===== config.mk =====
export PLATFORM = sky130hd
export DESIGN_NAME = line_stream_feeder
export DESIGN_NICKNAME = d
export VERILOG_FILES = /design/src/rtl/line_stream_feeder.sv
export SDC_FILE = /design/constraint.sdc
export NUM_CORES = 1
export LEC_CHECK = 0
export CORE_MARGIN = 2
export CORE_UTILIZATION = 55
export CTS_BUF_LIST = sky130_fd_sc_hd__clkbuf_8
export CTS_CLUSTER_DIAMETER = 100
export DETAILED_ROUTE_END_ITERATION = 16
export PLACE_DENSITY_LB_ADDON = 0.3
export SLEW_MARGIN = 30
export SYNTH_ARGS = -nofsm -noshare
export SYNTH_HDL_FRONTEND = slang
export SYNTH_SLANG_ARGS = --single-unit
export TNS_END_PERCENT = 10

===== constraint.sdc =====
create_clock -name axi_clk -period 3.2 [get_ports axi_clk]
set_input_delay 0.64 -clock axi_clk [delete_from_list [all_inputs] [get_ports axi_clk]]
set_output_delay 0.64 -clock axi_clk [all_outputs]
set_load 0.03 [all_outputs]

===== src/rtl/line_stream_feeder.sv =====
// line_stream_feeder: replays a stored image as a pixel stream, with prefill,
// per-request lines and trailing zero padding lines.
module line_stream_feeder #(
   parameter int PIX_W         = 8,
   parameter int IMG_W         = 512,
   parameter int IMG_H         = 360,
   parameter int PREFILL_LINES = 4,
   parameter int PAD_LINES     = 2,
   parameter int REQ_W         = 3,
   parameter int ADDR_W        = $clog2(IMG_W*IMG_H)
) (
   input  logic              axi_clk,
   input  logic              axi_reset_n,
   input  logic              i_start,
   input  logic              i_line_req,
   output logic              o_rd_en,
   output logic [ADDR_W-1:0] o_rd_addr,
   input  logic [PIX_W-1:0]  i_rd_data,
   output logic              o_data_valid,
   output logic [PIX_W-1:0]  o_data,
   output logic              o_busy,
   output logic              o_done
);
   localparam int CW = (IMG_W > 1) ? $clog2(IMG_W) : 1;
   localparam int RW = $clog2(IMG_H+1);
   localparam int PW = (PAD_LINES > 0) ? $clog2(PAD_LINES+1) : 1;

   typedef enum logic [2:0] {IDLE, PREFILL, WAIT_REQ, LINE, PAD, DONE} state_t;
   state_t state, state_nx;

   logic [CW-1:0]    col;
   logic [RW-1:0]    row;
   logic [PW-1:0]    pad;
   logic [REQ_W-1:0] pend;
   logic             req_q, rd_q, pad_q;
   logic [PIX_W-1:0] hold;
   logic             col_last, req_edge, inc, dec;

   assign col_last     = col == CW'(IMG_W-1);
   assign req_edge     = i_line_req & ~req_q;
   assign inc          = req_edge && !(&pend);
   assign dec          = state == WAIT_REQ && |pend;
   assign o_rd_en      = state == PREFILL || state == LINE;
   assign o_busy       = state != IDLE;
   assign o_data_valid = rd_q | pad_q;
   // memory data arrives one cycle after the read strobe; pad beats ride the same delay
   assign o_data       = rd_q ? i_rd_data : pad_q ? '0 : hold;

   always_ff @(posedge axi_clk or negedge axi_reset_n)
      if (!axi_reset_n) state <= IDLE;
      else state <= state_nx;

   always_comb begin
      state_nx = state;
      case (state)
         IDLE:     if (i_start) state_nx = PREFILL;
         PREFILL:  if (col_last && row == RW'(PREFILL_LINES-1)) state_nx = WAIT_REQ;
         WAIT_REQ: if (|pend) state_nx = (row == RW'(IMG_H)) ? PAD : LINE;
         LINE:     if (col_last) state_nx = WAIT_REQ;
         PAD:      if (col_last) state_nx = (pad == PW'(PAD_LINES-1)) ? DONE : WAIT_REQ;
         default:  state_nx = IDLE;
      endcase
   end

   always_ff @(posedge axi_clk or negedge axi_reset_n)
      if (!axi_reset_n) begin
         col       <= '0;
         row       <= '0;
         pad       <= '0;
         pend      <= '0;
         o_rd_addr <= '0;
         req_q     <= 1'b0;
         rd_q      <= 1'b0;
         pad_q     <= 1'b0;
         o_done    <= 1'b0;
         hold      <= '0;
      end else begin
         req_q  <= i_line_req;
         rd_q   <= o_rd_en;
         pad_q  <= state == PAD;
         o_done <= state == DONE;
         hold   <= o_data;
         if (state == IDLE) begin
            col       <= '0;
            row       <= '0;
            pad       <= '0;
            pend      <= '0;
            o_rd_addr <= '0;
         end else if (state == DONE) begin
            pend <= '0;
         end else begin
            pend <= (inc && !dec) ? pend + 1'b1 : (dec && !inc) ? pend - 1'b1 : pend;
            if (o_rd_en) o_rd_addr <= o_rd_addr + 1'b1;
            if (o_rd_en || state == PAD) col <= col_last ? '0 : col + 1'b1;
            if (o_rd_en && col_last) row <= row + 1'b1;
            if (state == PAD && col_last) pad <= pad + 1'b1;
         end
      end
endmodule


# --- Word-level counts from Yosys, hierarchy flattened ---
# Cells that the tools add are included.
word_totals:
  reg_bits: 56
  wordCells: 88
  out_inout_bits: 30
  in_bits: 12
classes:
  addsub: 6
  n_mux: 27
  n_eq_ne: 15
  n_reduce_logical: 26
  bitwise_logic: 3
ops:
  columns: ["op", "n"]
  rows:
  - ["$mux W9", 7]
  - ["$mux W18", 3]
  - ["$mux W3", 11]
  - ["$add A18 B1 Y18 const B", 1]
  - ["$add A9 B1 Y9 const B", 2]
  - ["$eq A9 B9 Y1 const B", 2]
  - ["$mux W8", 2]
  - ["$pmux W3 S5", 1]
  - ["$eq A9 B2 Y1 const B", 1]
  - ["$reduce_and A2 Y1", 4]
  - ["$reduce_bool A2 Y1", 4]
  - ["$logic_and A1 B1 Y1", 7]
  - ["$eq A3 B2 Y1 const B", 2]
  - ["$eq A3 B3 Y1 const B", 2]
  - ["$mux W2", 3]
  - ["$ne A2 B1 Y1 const B", 3]
  - ["$ne A2 B2 Y1 const B", 3]
  - ["$reduce_and A5 Y1", 1]
  - ["$reduce_bool A4 Y1", 1]
  - ["$add A3 B1 Y3 const B", 1]
  - ["$eq A3 B1 Y1 const B", 1]
  - ["$logic_not A1 Y1", 3]
  - ["$logic_not A3 Y1", 1]
  - ["$reduce_and A3 Y1", 1]
  - ["other kinds (9)", 10]

# --- Longest topological paths before layout ---
# Gate-level depths: netlist (run 1).
logic_depth:
  ltp_word: 9
  depth_mapped: 10
  mapped_depth_nobuf: 9

# --- Worst setup path before layout (run 1) ---
# No wires, ideal clock.
synth_timing:
  path_kind: "reg-to-reg"
  start: "reg col[0]"
  end: "reg state[0]"
  period_less_slack_ns: 2.491
  path_slack_ns: 0.709
  t_required_ns: 3.075
  arrival_ns: 2.366
  path_stages_with_launch: 10
  path_cell_list: "dfrtp_1 -> ha_1 -> and3_1 -> and3_1 -> and3_1 -> ha_1 -> or4bb_1 -> o221ai_4 -> a311oi_2 -> mux2_4"
synth_via:
  elab_chain_len: 4
  word_cells_on_any_way: 6
  cone_classes: "4 x eq/ne; 2 x reduce/logical"
synth_lines:
  columns: ["element", "line_no", "rtl"]
  rows:
  - ["start, declared", "31", "logic [CW-1:0] col;"]
  - ["start signal, assigned", "94", "if (o_rd_en || state == PAD) col <= col_last ? '0 : col + 1'b1;"]
  - ["$eq A9 B9 Y1 *", "39", "assign col_last = col == CW'(IMG_W-1);"]
  - ["$logic_and A1 B1 Y1", "57", "PREFILL: if (col_last && row == RW'(PREFILL_LINES-1)) state_nx = WAIT_REQ;"]
  - ["$ne A2 B1 Y1 (no source line)", null, null]
  - ["$reduce_and A5 Y1 (no source line) *", null, null]
  - ["end signal, assigned", "51", "else state <= state_nx;"]
  - ["end, declared", "29", "state_t state, state_nx;"]
# Every way passes the cells marked *; elsewhere a longest branch is shown, timed or not.
# A chain may end at the register's enable or synchronous reset.

# --- Final worst setup path (run 1) ---
layout_timing:
  start: "reg state[0]"
  end: "out o_rd_en"
layout_via:
  elab_chain_len: 2
  word_cells_on_any_way: 3
  cone_classes: "2 x eq/ne; 1 x reduce/logical"
layout_lines:
  columns: ["element", "line_no", "rtl"]
  rows:
  - ["$eq A3 B1 Y1 / $eq A3 B2 Y1 (equally long branches)", "43", "assign o_rd_en = state == PREFILL || state == LINE;"]
  - ["$logic_or A1 B1 Y1 *", "43", null]
  - ["end, declared", "16", "output logic o_rd_en,"]
# Marked as above.

==> flow_summary.json, run 1 <==
{
  "yosys_warnings": 0,
  "post-cts-setup-buffers": 0,
  "power.internal_mw": 1.61,
  "die_x_um": 78.1,
  "status": "completed",
  "p_sw_mw": 1.02,
  "wl_per_cell_um": 14.8,
  "syn_area_sq_mm": 0.00302,
  "end_kind": "output port",
  "synthCells": 302,
  "critical_path_class": "flop to output port",
  "grt_pass1_vias": 2365,
  "synthFlopType": "dfrtp_1",
  "syn-num-nets": 322,
  "pwr-share-clk_pct": 18.7,
  "grtUsageTotal_pct": 22.3,
  "mostFrequentLayoutCell": "dfrtp_1",
  "post-route-util_pct": 69.4,
  "port_buffers": 41,
  "clk_latency_ns": 0.31,
  "holdCritPathClass": "input port to async pin",
  "drc": 0,
  "finalSetupViolCount": 0,
  "cts_buffer_depth": 2,
  "fin_nets": 364,
  "fin_tns_setup_ns": 0,
  "ir_worst_vdd_uv": 606,
  "synth_compound_area_share_pct": 20.2,
  "synth_top_family_by_area": "simple AND/OR/NAND/NOR gates",
  "ys_seq_elements": 56,
  "start_util_pct": 58.0,
  "cts_htree_levels": 2,
  "row_count": 26,
  "routed_wl_um": 6130,
  "leakagePower_nw": 1.57,
  "synth_area_leaders": "dfrtp_1 (46%), a22o_1 (4.1%), nand2_1 (3.6%), ha_1 (2.9%), o21ai_0 (2.5%)",
  "drive_gt1_share_pct": 10.1,
  "synth_xor_area_share_pct": 1.74,
  "via_per_inst": 5.89,
  "synthSimpleGateAreaFrac_pct": 21.3,
  "tightestPinTransition_ns": 0.577,
  "max_freq_mhz": 350,
  "power_frac_comb_pct": 43.1,
  "yosysTopAreaCellShare_pct": 46.4,
  "power_density_mw_per_mm2": 728,
  "cp-start-kind": "flop",
  "synthMuxAreaShare_pct": 2.36,
  "diodes": 0,
  "synth_edf_count": 0,
  "synth.avg_cell_area_sq_um": 10.0,
  "fin_crit_ns": 2.86,
  "final_cells": 415,
  "slew-limit-headroom_pct": 61.2,
  "grt_pass1_wl_um": 10900,
  "final_cell_mix": "dfrtp_1 (56), clkdlybuf4s50_1 (40), nand2_1 (29), nor2_1 (18), o21ai_0 (15)",
  "cts_tree": "built",
  "final_hold_viol_count": 0,
  "clk_pin_slew_worst_paths_ns": 0.10,
  "die_h_um": 78.1,
  "rsz0062_at_grt": "false",
  "ant_nets": 0,
  "cp.required_ns": 2.56,
  "drt_first_iter_violations": 133,
  "crit_path_max_fanout": 13,
  "finalCritPeriodShare_pct": 89.3,
  "switching_share_pct": 38.8,
  "dpl.hpwl_um": 4480,
  "yosysTopAreaCell": "dfrtp_1",
  "root_buffer": "clkbuf_8",
  "cts_hold_buf": 0,
  "coreArea_sq_mm": 0.00520,
  "maxSlewViolCount": 0,
  "overflow": 0,
  "synth_cell_types": 63,
  "cts_resized": 0,
  "dieArea_sq_mm": 0.00610,
  "place_inst": 407,
  "fill_cells": 387,
  "place.gp.congestion": 0.872,
  "grt_max_degree": 33,
  "seqPwrFrac_pct": 38.2,
  "io_pins": 42,
  "synthArstFlopShare_pct": 100,
  "areaGrowthSynthToFinish_pct": 19.6,
  "yosysSeqAreaShare_pct": 46.4,
  "first_pass_iters": 4,
  "cts_sinks": 56,
  "clock_skew_ns": 0.0119,
  "worstPathArrival_ns": 2.22,
  "antenna_found_initial": 0,
  "synth_fa_ha_area_share_pct": 3.56,
  "max-cap-violations": 0,
  "vias": 2444,
  "cts_made_buffers": 5
}
==> power by group through the flow <==
stage	Sequential [mW]	Clock, mW	Combinational, mW
2_1_floorplan	1.02	0	0.789
3_3_place_gp	1.01	0	1.10
3_5_place_dp	1.02	0	1.14
4_1_cts	1.00	0.506	1.14
5_1_grt	1.04	0.536	1.24
6_report	1.00	0.492	1.13
==> path summary, 6_finish.rpt <==
path / startpoint / cells past startpoint / endpoint / slack (ns)
max: state[0] / 3 / o_rd_en / 0.34
min: axi_reset_n / 2 / hold[3] / 0.30
max reg2reg: col[0] / 9 / state[0] / 0.54
min reg2reg: hold[5] / 1 / hold[5] / 0.50
max in group asynchronous: axi_reset_n / 2 / state[2] / 2.56
min in group axi_clk: hold[5] / 1 / hold[5] / 0.50
==> metal layers <==
layer	vias to the layer above	GRT usage, %	share of wire [%]	routed length (um)
met5	-	0	0	0
met4	0	7.02	1.4	87
met3	8	4.60	5.5	340
met2	62	36.3	46	2830
met1	1176	30.2	47	2880
li1	1198	-	-	-
==> logic make-up after synthesis <==
group / after synthesis
mux: 6
xor+xnor: 6
simple gates: 113
buf+inv: 28
compound gates: 85
flops: 56
fa+ha+maj: 8
==> per-stage QoR <==
| stage | hold WS [ns] | power, mW | area [sq um] | setup WS [ns] |
|---|---|---|---|---|
| 3_3_place_gp | 0.481 | 2.11 | 3480 | 0.600 |
| 6_report | 0.303 | 2.63 | 3610 | 0.342 |
| 5_1_grt | 0.326 | 2.81 | 3610 | 0.202 |
| 2_1_floorplan | 0.344 | 1.81 | 3020 | 0.709 |
| 3_5_place_dp | 0.485 | 2.16 | 3480 | 0.559 |
| 4_1_cts | 0.305 | 2.65 | 3610 | 0.330 |
==> critical path, stage by stage (launching register included) <==
cell and delay [ns]:
dfrtp_1 0.54, nand2b_1 0.32, inv_2 0.32, clkdlybuf4s50_1 0.73
==> state kept, by name, summed over array words and instances (netlist names) <==
name	flops
rd_q	1
col	9
req_q	1
o_done	1
state	3
pad	2
pend	3
o_rd_addr	18
pad_q	1
row	9
hold	8
==> final cells by class <==
class	count	area, sq um	area share, %
flip-flops and latches	56	1400	38.8
repair buffers	47	450	12.5
clock inverters	1	30.0	0.832
well taps	70	87.6	2.43
multi-input cells	218	1490	41.1
clock buffers	7	96.3	2.67
inverters	16	60.1	1.66
==> synthesized netlist by cell type, types with 4 or more instances <==
cell      count
o21ai_1      10
inv_1        13
a21oi_1      14
nand2_1      29
nand3_1       8
nor3_1        4
and3_1        9
xnor2_1       4
nor2_1       18
or4_1         4
o31ai_1       8
a22o_1       14
dfrtp_1      56
o21ai_0      15
nor4_1        4
or3_1         6
ha_1          7
buf_2         5
nand2b_1      5
nand4_1       7
(Power assumes the default switching activity.)
==> inputs of run 2 (changes only) <==
--- a/config.mk
+++ b/config.mk
@@ -6,7 +6,7 @@
 export NUM_CORES = 1
 export LEC_CHECK = 0
 export CORE_MARGIN = 2
-export CORE_UTILIZATION = 55
+export CORE_UTILIZATION = 28
 export CTS_BUF_LIST = sky130_fd_sc_hd__clkbuf_8
 export CTS_CLUSTER_DIAMETER = 100
 export DETAILED_ROUTE_END_ITERATION = 16
==> run 2 against run 1 <==
  * Count of clock-buffer cells in the layout is 2 lower
  * Clock power shrank 20%
  * Maximum frequency down 1.1%
  * Worst hold slack worse by 0.20 ns
  * Sequential cell count did not move
  * Critical path type unchanged
  * Die area is 91% higher
  * Largest cell class unchanged
  * Final area grew 1.1%
  * Sequential share of layout area decreased by 0.41 points
==> flow_summary.json, run 2 (same netlist as run 1, synthesis figures left out) <==
{
  "regMostFlops": "o_rd_addr",
  "ant_nets": 0,
  "power_frac_comb_pct": 43.8,
  "fin_tns_setup_ns": 0,
  "holdCritPathClass": "input port to async pin",
  "grt_pass1_vias": 2356,
  "coreArea_sq_mm": 0.0104,
  "multi_input_comb_area_sq_mm": 0.00149,
  "seqPwrFrac_pct": 40.5,
  "via_per_inst": 5.16,
  "dieArea_sq_mm": 0.0116,
  "critical_path_class": "flop to output port",
  "fin_ws_ns": 0.311,
  "drt_first_iter_violations": 177,
  "cts_htree_levels": 2,
  "clk_pin_slew_worst_paths_ns": 0.11,
  "power.internal_mw": 1.49,
  "die_h_um": 108,
  "leakagePower_nw": 1.54,
  "worstPathArrival_ns": 2.25,
  "place.gp.congestion": 0.779,
  "path_delay_family": "buffers and inverters",
  "diodes": 0,
  "drive_gt1_share_pct": 9.88,
  "mostFrequentLayoutCell": "dfrtp_1",
  "p_sw_mw": 1.05,
  "cts_made_buffers": 5,
  "root_buffer": "clkbuf_8",
  "cp.required_ns": 2.56,
  "place_ws_ns": 0.547,
  "drc": 0,
  "cts_resized": 0,
  "routed_wl_um": 6550,
  "areaGrowthSynthToFinish_pct": 20.8,
  "path_buf_inv": 1,
  "stdcell_area_sq_mm": 0.00365,
  "place_inst": 472,
  "cp-start-kind": "flop",
  "final-seq-area_sq_mm": 0.00140,
  "clk_latency_ns": 0.31,
  "cts_sinks": 56,
  "post-route-util_pct": 35.0,
  "slowest_stage": "clkdlybuf4s50_1",
  "port_buffers": 41,
  "vias": 2476,
  "fin_crit_ns": 2.89,
  "grtUsageTotal_pct": 12.2,
  "gr-usage-met1_pct": 15.6,
  "top_usage_layer": "met2",
  "post-cts-setup-buffers": 0,
  "fill_cells": 1030,
  "grt_pass1_wl_um": 11400,
  "final_cell_mix": "dfrtp_1 (56), clkdlybuf4s50_1 (40), nand2_1 (29), nor2_1 (18), o21ai_0 (15)",
  "cts_buffer_depth": 2,
  "overflow": 0,
  "finalSetupViolCount": 0,
  "crit_path_max_fanout": 10,
  "crit_chain": "nor2_1, a22o_1, clkdlybuf4s50_1",
  "power_density_mw_per_mm2": 695,
  "dpl.hpwl_um": 4830,
  "max-cap-violations": 0,
  "largest_reg_flops": 18,
  "cts_tree": "built",
  "final_cells": 480,
  "met3_usage_pct": 2.54,
  "row_count": 37,
  "maxSlewViolCount": 0,
  "pwr-share-clk_pct": 15.6,
  "ir_worst_vdd_uv": 410,
  "fin_nets": 363,
  "status": "completed",
  "max_freq_mhz": 346,
  "clock_skew_ns": 0.0123,
  "place_area_sq_mm": 0.00356,
  "first_pass_iters": 7,
  "rsz0062_at_grt": "false",
  "io_pins": 42,
  "tightestPinTransition_ns": 0.614,
  "cts_hold_buf": 0,
  "antenna_found_initial": 0,
  "die_x_um": 108,
  "cp_slowest_stage_delay_ns": 0.68,
  "grt_max_degree": 31,
  "reg_top3": "o_rd_addr: 18 flops, col: 9 flops, row: 9 flops",
  "end_kind": "output port",
  "start_util_pct": 29.0,
  "wl_per_cell_um": 13.6,
  "final_hold_viol_count": 0,
  "finalCritPeriodShare_pct": 90.3,
  "switching_share_pct": 41.4,
  "grtUsageMet2_pct": 20.1,
  "slew-limit-headroom_pct": 59.1
}
## run 2: cell types whose count changed in the layout (fill, tap and decap cells not counted)
cell,before,now
bufinv_16,1,0
inv_6,0,1
buf_4,6,5
clkbuf_8,7,5
clkinvlp_4,0,1
clkinv_2,0,1
## run 2: per-layer routing
metal / wire length, um / up-vias
met2: 3130 / 40
met3: 208 / 12
met5: 0 / -
li1: - / 1202
met1: 3080 / 1222
met4: 137 / 0
## run 2: worst paths after layout
kind                                 end         from  cells after the start  slack, ns
setup / recovery               o_data[1]         rd_q                      3       0.31
hold / removal             o_rd_addr[12]  axi_reset_n                      1       0.10
setup reg to reg                state[0]       col[0]                      9       0.53
hold reg to reg                  hold[7]      hold[7]                      1       0.51
max in group asynchronous         col[7]  axi_reset_n                      2       2.54
min in group axi_clk             hold[7]      hold[7]                      1       0.51
## run 2: power groups by stage
stage               Combinational, mW  Sequential (mW)  Clock, mW
floorplan                       0.789             1.02          0
global placement                 1.10             1.04          0
detailed placement               1.12             1.04          0
finish                           1.11             1.03      0.396
CTS                              1.13             1.02      0.414
global route                     1.22             1.06      0.449
## run 2: metrics by stage
stage,hold slack [ns],power [mW]
global route,0.0889,2.73
CTS,0.0976,2.56
finish,0.104,2.54
floorplan,0.344,1.81
global placement,0.443,2.13
detailed placement,0.444,2.16
## run 2: area by class of cell
class / instances / area share, %
Clock buffer: 5 / 1.89
Clock inverter: 3 / 0.583
Inverter: 16 / 1.65
Multi-Input combinational cell: 218 / 40.7
Sequential cell: 56 / 38.4
Tap cell: 136 / 4.66
Timing Repair Buffer: 46 / 12.1
